<file path="config.mk">
export PLATFORM = sky130hd
export DESIGN_NAME = soc_reset_sequencer_flat
export DESIGN_NICKNAME = d
export VERILOG_FILES = /design/src/rtl/soc_reset_sequencer_if.sv /design/src/rtl/soc_reset_sequencer.sv /design/src/flat_wrapper.sv
export SDC_FILE = /design/constraint.sdc
export NUM_CORES = 1
export LEC_CHECK = 0
export ABC_AREA = 0
export ABC_CLOCK_PERIOD_IN_PS = 2110
export CORE_UTILIZATION = 54
export CTS_CLUSTER_DIAMETER = 200
export DETAILED_ROUTE_END_ITERATION = 8
export PLACE_DENSITY_LB_ADDON = 0.15
export SLEW_MARGIN = 20
export SYNTH_ARGS = -nofsm -noshare
export SYNTH_HDL_FRONTEND = slang
export SYNTH_SLANG_ARGS = --single-unit
</file>
<file path="constraint.sdc">
create_clock -name clk -period 2.11 [get_ports clk]
set_input_delay 0.3165 -clock clk [delete_from_list [all_inputs] [get_ports clk]]
set_output_delay 0.3165 -clock clk [all_outputs]
set_load 0.02 [all_outputs]
</file>
<file path="src/rtl/soc_reset_sequencer_if.sv">
`default_nettype none
// +----------------------------------------------------------------------------+
// | Module   : soc_reset_sequencer_if                                          |
// | Brief    : Request/status bundle between the SoC side and the reset         |
// |            sequencer (soft reset, watchdog control, reset status).          |
// | Revision : 1.0 - initial release                                           |
// +----------------------------------------------------------------------------+
interface soc_reset_sequencer_if;
  logic       soft_reset_req;
  logic       wdt_enable;
  logic       wdt_kick;
  logic       soc_reset;
  logic       soc_ready;
  logic [1:0] reset_cause;
  logic [7:0] reset_count;

  // SoC / firmware side: raises requests, observes reset status
  modport master (
    output soft_reset_req, wdt_enable, wdt_kick,
    input  soc_reset, soc_ready, reset_cause, reset_count
  );

  // Sequencer side: consumes requests, drives reset status
  modport slave (
    input  soft_reset_req, wdt_enable, wdt_kick,
    output soc_reset, soc_ready, reset_cause, reset_count
  );
endinterface
`default_nettype wire

</file>
<file path="src/rtl/soc_reset_sequencer.sv">
`default_nettype none
// +----------------------------------------------------------------------------+
// | Module   : soc_reset_sequencer                                             |
// | Brief    : Synchronizes and stretches the board reset for the SoC, re-runs |
// |            the stretch on soft-reset requests and watchdog expiry, and     |
// |            records the cause and number of recovery resets.                |
// | Revision : 1.0 - initial release                                           |
// +----------------------------------------------------------------------------+
module soc_reset_sequencer #(
  parameter int SYNC_STAGES    = 2,
  parameter int STRETCH_CYCLES = 16,
  parameter int WDT_CYCLES     = 400000000,
  parameter int WDT_WIDTH      = 32
) (
  input wire clk,
  input wire resetn,
  soc_reset_sequencer_if.slave bus
);

  // Stretch counter must hold STRETCH_CYCLES-1; keep at least one bit
  localparam int c_STRETCH_W = (STRETCH_CYCLES > 1) ? $clog2(STRETCH_CYCLES) : 1;
  localparam logic [c_STRETCH_W-1:0] c_STRETCH_LAST = c_STRETCH_W'(STRETCH_CYCLES - 1);
  localparam logic [WDT_WIDTH-1:0]   c_WDT_LAST     = WDT_WIDTH'(WDT_CYCLES - 1);

  typedef enum logic [1:0] {
    S_HOLD    = 2'd0,
    S_STRETCH = 2'd1,
    S_RUN     = 2'd2
  } state_t;

  state_t                 r_state;
  logic [SYNC_STAGES-1:0] r_sync;
  logic [c_STRETCH_W-1:0] r_stretch;
  logic [WDT_WIDTH-1:0]   r_wdt;
  logic                   r_soc_reset;
  logic                   r_soc_ready;
  logic [1:0]             r_reset_cause;
  logic [7:0]             r_reset_count;

  logic w_release;
  logic w_wdt_expire;
  logic w_trigger;

  // Release is only seen once a 1 has walked through the whole chain
  assign w_release = r_sync[SYNC_STAGES-1];

  // A kick in the expiry cycle takes precedence and suppresses the reset
  assign w_wdt_expire = bus.wdt_enable && !bus.wdt_kick && (r_wdt == c_WDT_LAST);
  assign w_trigger    = bus.soft_reset_req || w_wdt_expire;

  // Reset-release synchronizer: asserts asynchronously, releases through the chain
  always_ff @(posedge clk or negedge resetn) begin
    if (!resetn) begin
      r_sync <= '0;
    end else begin
      r_sync <= {r_sync[SYNC_STAGES-2:0], 1'b1};
    end
  end

  // Sequencer FSM with watchdog, cause/count bookkeeping and registered outputs
  always_ff @(posedge clk or negedge resetn) begin
    if (!resetn) begin
      r_state       <= S_HOLD;
      r_stretch     <= '0;
      r_wdt         <= '0;
      r_soc_reset   <= 1'b1;
      r_soc_ready   <= 1'b0;
      r_reset_cause <= 2'd0;
      r_reset_count <= 8'd0;
    end else begin
      case (r_state)
        S_HOLD: begin
          r_wdt <= '0;
          if (w_release) begin
            r_state   <= S_STRETCH;
            r_stretch <= '0;
          end
        end

        S_STRETCH: begin
          r_wdt <= '0;
          if (r_stretch == c_STRETCH_LAST) begin
            r_state     <= S_RUN;
            r_soc_reset <= 1'b0;
            r_soc_ready <= 1'b1;
          end else begin
            r_stretch <= r_stretch + c_STRETCH_W'(1);
          end
        end

        S_RUN: begin
          if (w_trigger) begin
            // Watchdog wins the cause when both events land together
            r_state       <= S_STRETCH;
            r_stretch     <= '0;
            r_wdt         <= '0;
            r_soc_reset   <= 1'b1;
            r_soc_ready   <= 1'b0;
            r_reset_cause <= w_wdt_expire ? 2'd2 : 2'd1;
            if (r_reset_count != 8'hFF) begin
              r_reset_count <= r_reset_count + 8'd1;
            end
          end else if (bus.wdt_kick) begin
            r_wdt <= '0;
          end else if (bus.wdt_enable) begin
            r_wdt <= r_wdt + WDT_WIDTH'(1);
          end
        end

        default: begin
          r_state     <= S_HOLD;
          r_soc_reset <= 1'b1;
          r_soc_ready <= 1'b0;
        end
      endcase
    end
  end

  assign bus.soc_reset   = r_soc_reset;
  assign bus.soc_ready   = r_soc_ready;
  assign bus.reset_cause = r_reset_cause;
  assign bus.reset_count = r_reset_count;

endmodule
`default_nettype wire

</file>
<file path="src/flat_wrapper.sv">
// flat-port wrapper written by rule: the top's interface ports become plain ports
module soc_reset_sequencer_flat 
#(
  parameter int SYNC_STAGES    = 2,
  parameter int STRETCH_CYCLES = 16,
  parameter int WDT_CYCLES     = 400000000,
  parameter int WDT_WIDTH      = 32
)
  (clk, resetn, bus_soft_reset_req, bus_wdt_enable, bus_wdt_kick, bus_soc_reset, bus_soc_ready, bus_reset_cause, bus_reset_count);
  soc_reset_sequencer_if bus_i ();
  input wire clk;
  input wire resetn;
  input wire logic [$bits(bus_i.soft_reset_req)-1:0] bus_soft_reset_req;
  input wire logic [$bits(bus_i.wdt_enable)-1:0] bus_wdt_enable;
  input wire logic [$bits(bus_i.wdt_kick)-1:0] bus_wdt_kick;
  output wire logic [$bits(bus_i.soc_reset)-1:0] bus_soc_reset;
  output wire logic [$bits(bus_i.soc_ready)-1:0] bus_soc_ready;
  output wire logic [$bits(bus_i.reset_cause)-1:0] bus_reset_cause;
  output wire logic [$bits(bus_i.reset_count)-1:0] bus_reset_count;
  assign bus_i.soft_reset_req = bus_soft_reset_req;
  assign bus_i.wdt_enable = bus_wdt_enable;
  assign bus_i.wdt_kick = bus_wdt_kick;
  assign bus_soc_reset = bus_i.soc_reset;
  assign bus_soc_ready = bus_i.soc_ready;
  assign bus_reset_cause = bus_i.reset_cause;
  assign bus_reset_count = bus_i.reset_count;
  soc_reset_sequencer #(.SYNC_STAGES(SYNC_STAGES), .STRETCH_CYCLES(STRETCH_CYCLES), .WDT_CYCLES(WDT_CYCLES), .WDT_WIDTH(WDT_WIDTH)) u_core (.clk(clk), .resetn(resetn), .bus(bus_i));
endmodule
</file>
==> results.json <==
{
  "area_growth_pct": 25.65,
  "arrival_ns": 2.38,
  "synth-compound-area-share": 0.1227,
  "status": "finished, violations left",
  "wl_per_cell_um": 17.57,
  "firstDrtPassIters": 5,
  "min_period_over_period": 1.022,
  "synth_simple_gate_area_share": 0.3287,
  "cts_tree": "yes",
  "clock_latency_ns": 0.31,
  "cts.sinks": 52,
  "seq_area_frac_synth": 0.4420,
  "cts.htree.levels": 2,
  "fin_area_mm2": 0.003702,
  "fp.dieW_um": 75.87,
  "max_freq_mhz": 463.8,
  "r2r-end": "u_core.bus.reset_count[5]$_DFFE_PN0P_",
  "slew_headroom": 0.5395,
  "power.total_mw": 2.392,
  "reg2reg_from": "u_core.r_wdt[12]$_DFFE_PN0P_",
  "ant_nets": 0,
  "ys_warn_count": 0,
  "holdWs_ns": -0.002780,
  "track_usage": 0.2900,
  "place.port_buffers": 16,
  "cp_max_fo": 5,
  "r2r_cells": 6,
  "hold_violations": 12,
  "place.gp.congestion": 0.9285,
  "vias": 2877,
  "finalNetCount": 394,
  "drive_above_1_share": 0.2377,
  "cts.path.max_buffers": 2,
  "grt_remaining_overflow": 0,
  "drtIter0Drc": 322,
  "antenna_found_initial": 0,
  "rsz0062_at_grt": "yes",
  "dpl_worst_slack_ns": -0.1386,
  "grt_pass1_vias": 2503,
  "grt_pass1_wl_um": 12160,
  "hold_class": "input pin to async pin",
  "synthAdderAreaFrac": 0.01274,
  "syn_inst": 321,
  "power.leakage_nw": 1.535,
  "syn_nets": 329,
  "synthArstFlopShare": 1.000,
  "critPathRequiredTime_ns": 2.34,
  "tightest_slew_ns": 0.6908,
  "netlist_area_mm2": 0.002947,
  "synth.avg_cell_area_um2": 9.179,
  "fillCellCount": 388,
  "path_clk_slew_ns": 0.09,
  "grt_max_degree": 30,
  "die_y_um": 75.87,
  "cellPowerDensity_mw_per_mm2": 646.2,
  "violations": "hold timing, setup timing",
  "cp-end-kind": "register",
  "start_kind": "register",
  "period_minus_slack_ns": 2.156,
  "path_class": "register to register",
  "ys_types": 58,
  "drv_slew": 0,
  "hpwl_um": 5631,
  "synth_mux_area_frac": 0.01062,
  "avgViaCountPerCell": 6.295,
  "synth_edf_count": 0,
  "r2r_slack_ns": -0.05,
  "drcViolationCount": 0,
  "routed_wl_um": 8030,
  "synth_top_family_by_area": "simple AND/OR/NAND/NOR gates",
  "synth_flop_cell": "dfrtp_1",
  "setup_ws_ns": -0.04592,
  "io_pins": 17,
  "ys_ff_latch": 52,
  "cts_buffers": 5,
  "root_buffer": "clkbuf_8",
  "num_rows": 26,
  "setup_viol": 3,
  "core_area_mm2": 0.005172,
  "hold_buffers": 0,
  "placed_area_mm2": 0.003540,
  "synth_xor_xnor_area_share": 0.04459,
  "ir_drop_v": 0.0005421,
  "skew_ns": 0.008180,
  "initial_core_util": 0.5697,
  "drv_cap": 0,
  "antenna_cells": 0,
  "fp.dieArea_mm2": 0.005756
}
worst max-delay path by stage:
stage | to | start | cells past startpoint
after floorplan | u_core.r_wdt[16]$_DFFE_PN0P_ | u_core.r_wdt[12]$_DFFE_PN0P_ | 6
after global placement | u_core.r_wdt[11]$_DFFE_PN0P_ | bus_wdt_kick | 6
after detailed placement | u_core.r_wdt[18]$_DFFE_PN0P_ | bus_wdt_kick | 6
after CTS | u_core.bus.reset_count[5]$_DFFE_PN0P_ | u_core.r_wdt[12]$_DFFE_PN0P_ | 6
after global routing | u_core.bus.reset_count[5]$_DFFE_PN0P_ | u_core.r_wdt[12]$_DFFE_PN0P_ | 6
final | u_core.bus.reset_count[5]$_DFFE_PN0P_ | u_core.r_wdt[12]$_DFFE_PN0P_ | 6
synth_stat cells, types with 2 or more instances:
cell type | n | area, um^2
a21oi_1 | 5 | 25.02
a31oi_1 | 9 | 56.30
a41oi_1 | 4 | 35.03
and2_1 | 5 | 31.28
and3_1 | 3 | 18.77
and3_2 | 2 | 15.01
and4_1 | 3 | 26.28
buf_2 | 2 | 10.01
clkbuf_1 | 10 | 37.54
dfrtp_1 | 51 | 1276
ha_1 | 3 | 37.54
inv_1 | 10 | 37.54
mux2i_1 | 2 | 20.02
nand2_1 | 46 | 172.7
nand3_1 | 33 | 165.2
nand4_1 | 26 | 162.7
nand4b_1 | 2 | 17.52
nor2_1 | 8 | 30.03
nor2b_1 | 4 | 25.02
nor3_1 | 10 | 50.05
nor4_1 | 7 | 43.79
nor4_4 | 2 | 42.54
o21ai_0 | 18 | 90.09
o21ai_1 | 2 | 10.01
o31a_2 | 2 | 20.02
or3_1 | 2 | 12.51
or4_1 | 3 | 22.52
or4_2 | 4 | 35.03
xnor2_1 | 3 | 26.28
xor2_1 | 12 | 105.1
area by class of cell:
class                      instances  area, um^2  area share
clock buffer                       6       72.57     0.01960
clock inverter                     2       35.03    0.009463
inverter                          10       37.54     0.01014
multi-input combinational        246        1587      0.4285
sequential                        52        1303      0.3518
tap                               70       87.58     0.02366
timing repair buffer              71       580.6      0.1568
critical path, cell delays in order (launching register included):
cell and delay, ns:
dfrtp_1 0.39, or4_4 0.56, nor4_4 0.23, buf_4 0.20
a31oi_4 0.13, nor4_2 0.33, xor2_1 0.22
per-layer routing:
layer / GRT usage / up-vias / share of wire
met5: 0 / - / 0
met4: 0.1070 / 0 / 0.019
li1: - / 1327 / -
met1: 0.3923 / 1377 / 0.43
met2: 0.4700 / 153 / 0.48
met3: 0.04630 / 20 / 0.078
power by group:
group          switching, mW  internal (mW)  total (mW)
clock network          0.336          0.353       0.689
logic                  0.279          0.238       0.517
registers             0.0885           1.10        1.19
metrics by stage:
step           setup TNS, ns  std cells    util
2_1_floorplan              0        321       -
3_3_place_gp          -1.034        447  0.6843
3_5_place_dp          -1.654        447  0.6843
4_1_cts             -0.04599        455  0.7056
5_1_grt              -0.4932        457  0.7158
6_report            -0.08656        457  0.7158
state kept, by name, indices dropped and copies added (netlist names):
| register | count |
|---|---|
| u_core.r_stretch | 4 |
| u_core.bus.reset_cause | 2 |
| u_core.bus.soc_ready | 1 |
| u_core.bus.soc_reset | 1 |
| u_core.r_wdt | 32 |
| u_core.r_sync | 2 |
| u_core.bus.reset_count | 8 |
| u_core.r_state | 2 |
kinds of logic (layout without fill, tap and decap cells):
family                     after synthesis  after routing
buffers and inverters                   24             89
other                                    1              1
xor gates and xnor gates                15             15
muxes                                    3              3
AOI/OAI and AO/OA                       53             54
DFF                                     52             52
and+or+nand+nor                        170            170
adders and majority gates                3              3
cell usage in the layout, fill, tap and decap left out, types with 5 or more instances in the layout:
cell / Yosys / final
nor3_1: 10 / 7
clkdlybuf4s50_1: 0 / 15
buf_4: 0 / 54
nand3_1: 33 / 33
a31oi_1: 9 / 9
nand4_1: 26 / 26
nor2_1: 8 / 7
dfrtp_1: 51 / 51
xor2_1: 12 / 12
a21oi_1: 5 / 5
inv_1: 10 / 10
o21ai_0: 18 / 18
clkbuf_8: 1 / 5
nand2_1: 46 / 46
and2_1: 5 / 5
what timing repair did:
action / in CTS / in global routing
buffers inserted: 0 / 1
setup endpoints to repair: 3 / 18
gates cloned: 0 / 1
pin swaps: 1 / 4
resized for setup: 1 / 6
Power figures use the tool's default switching activity.
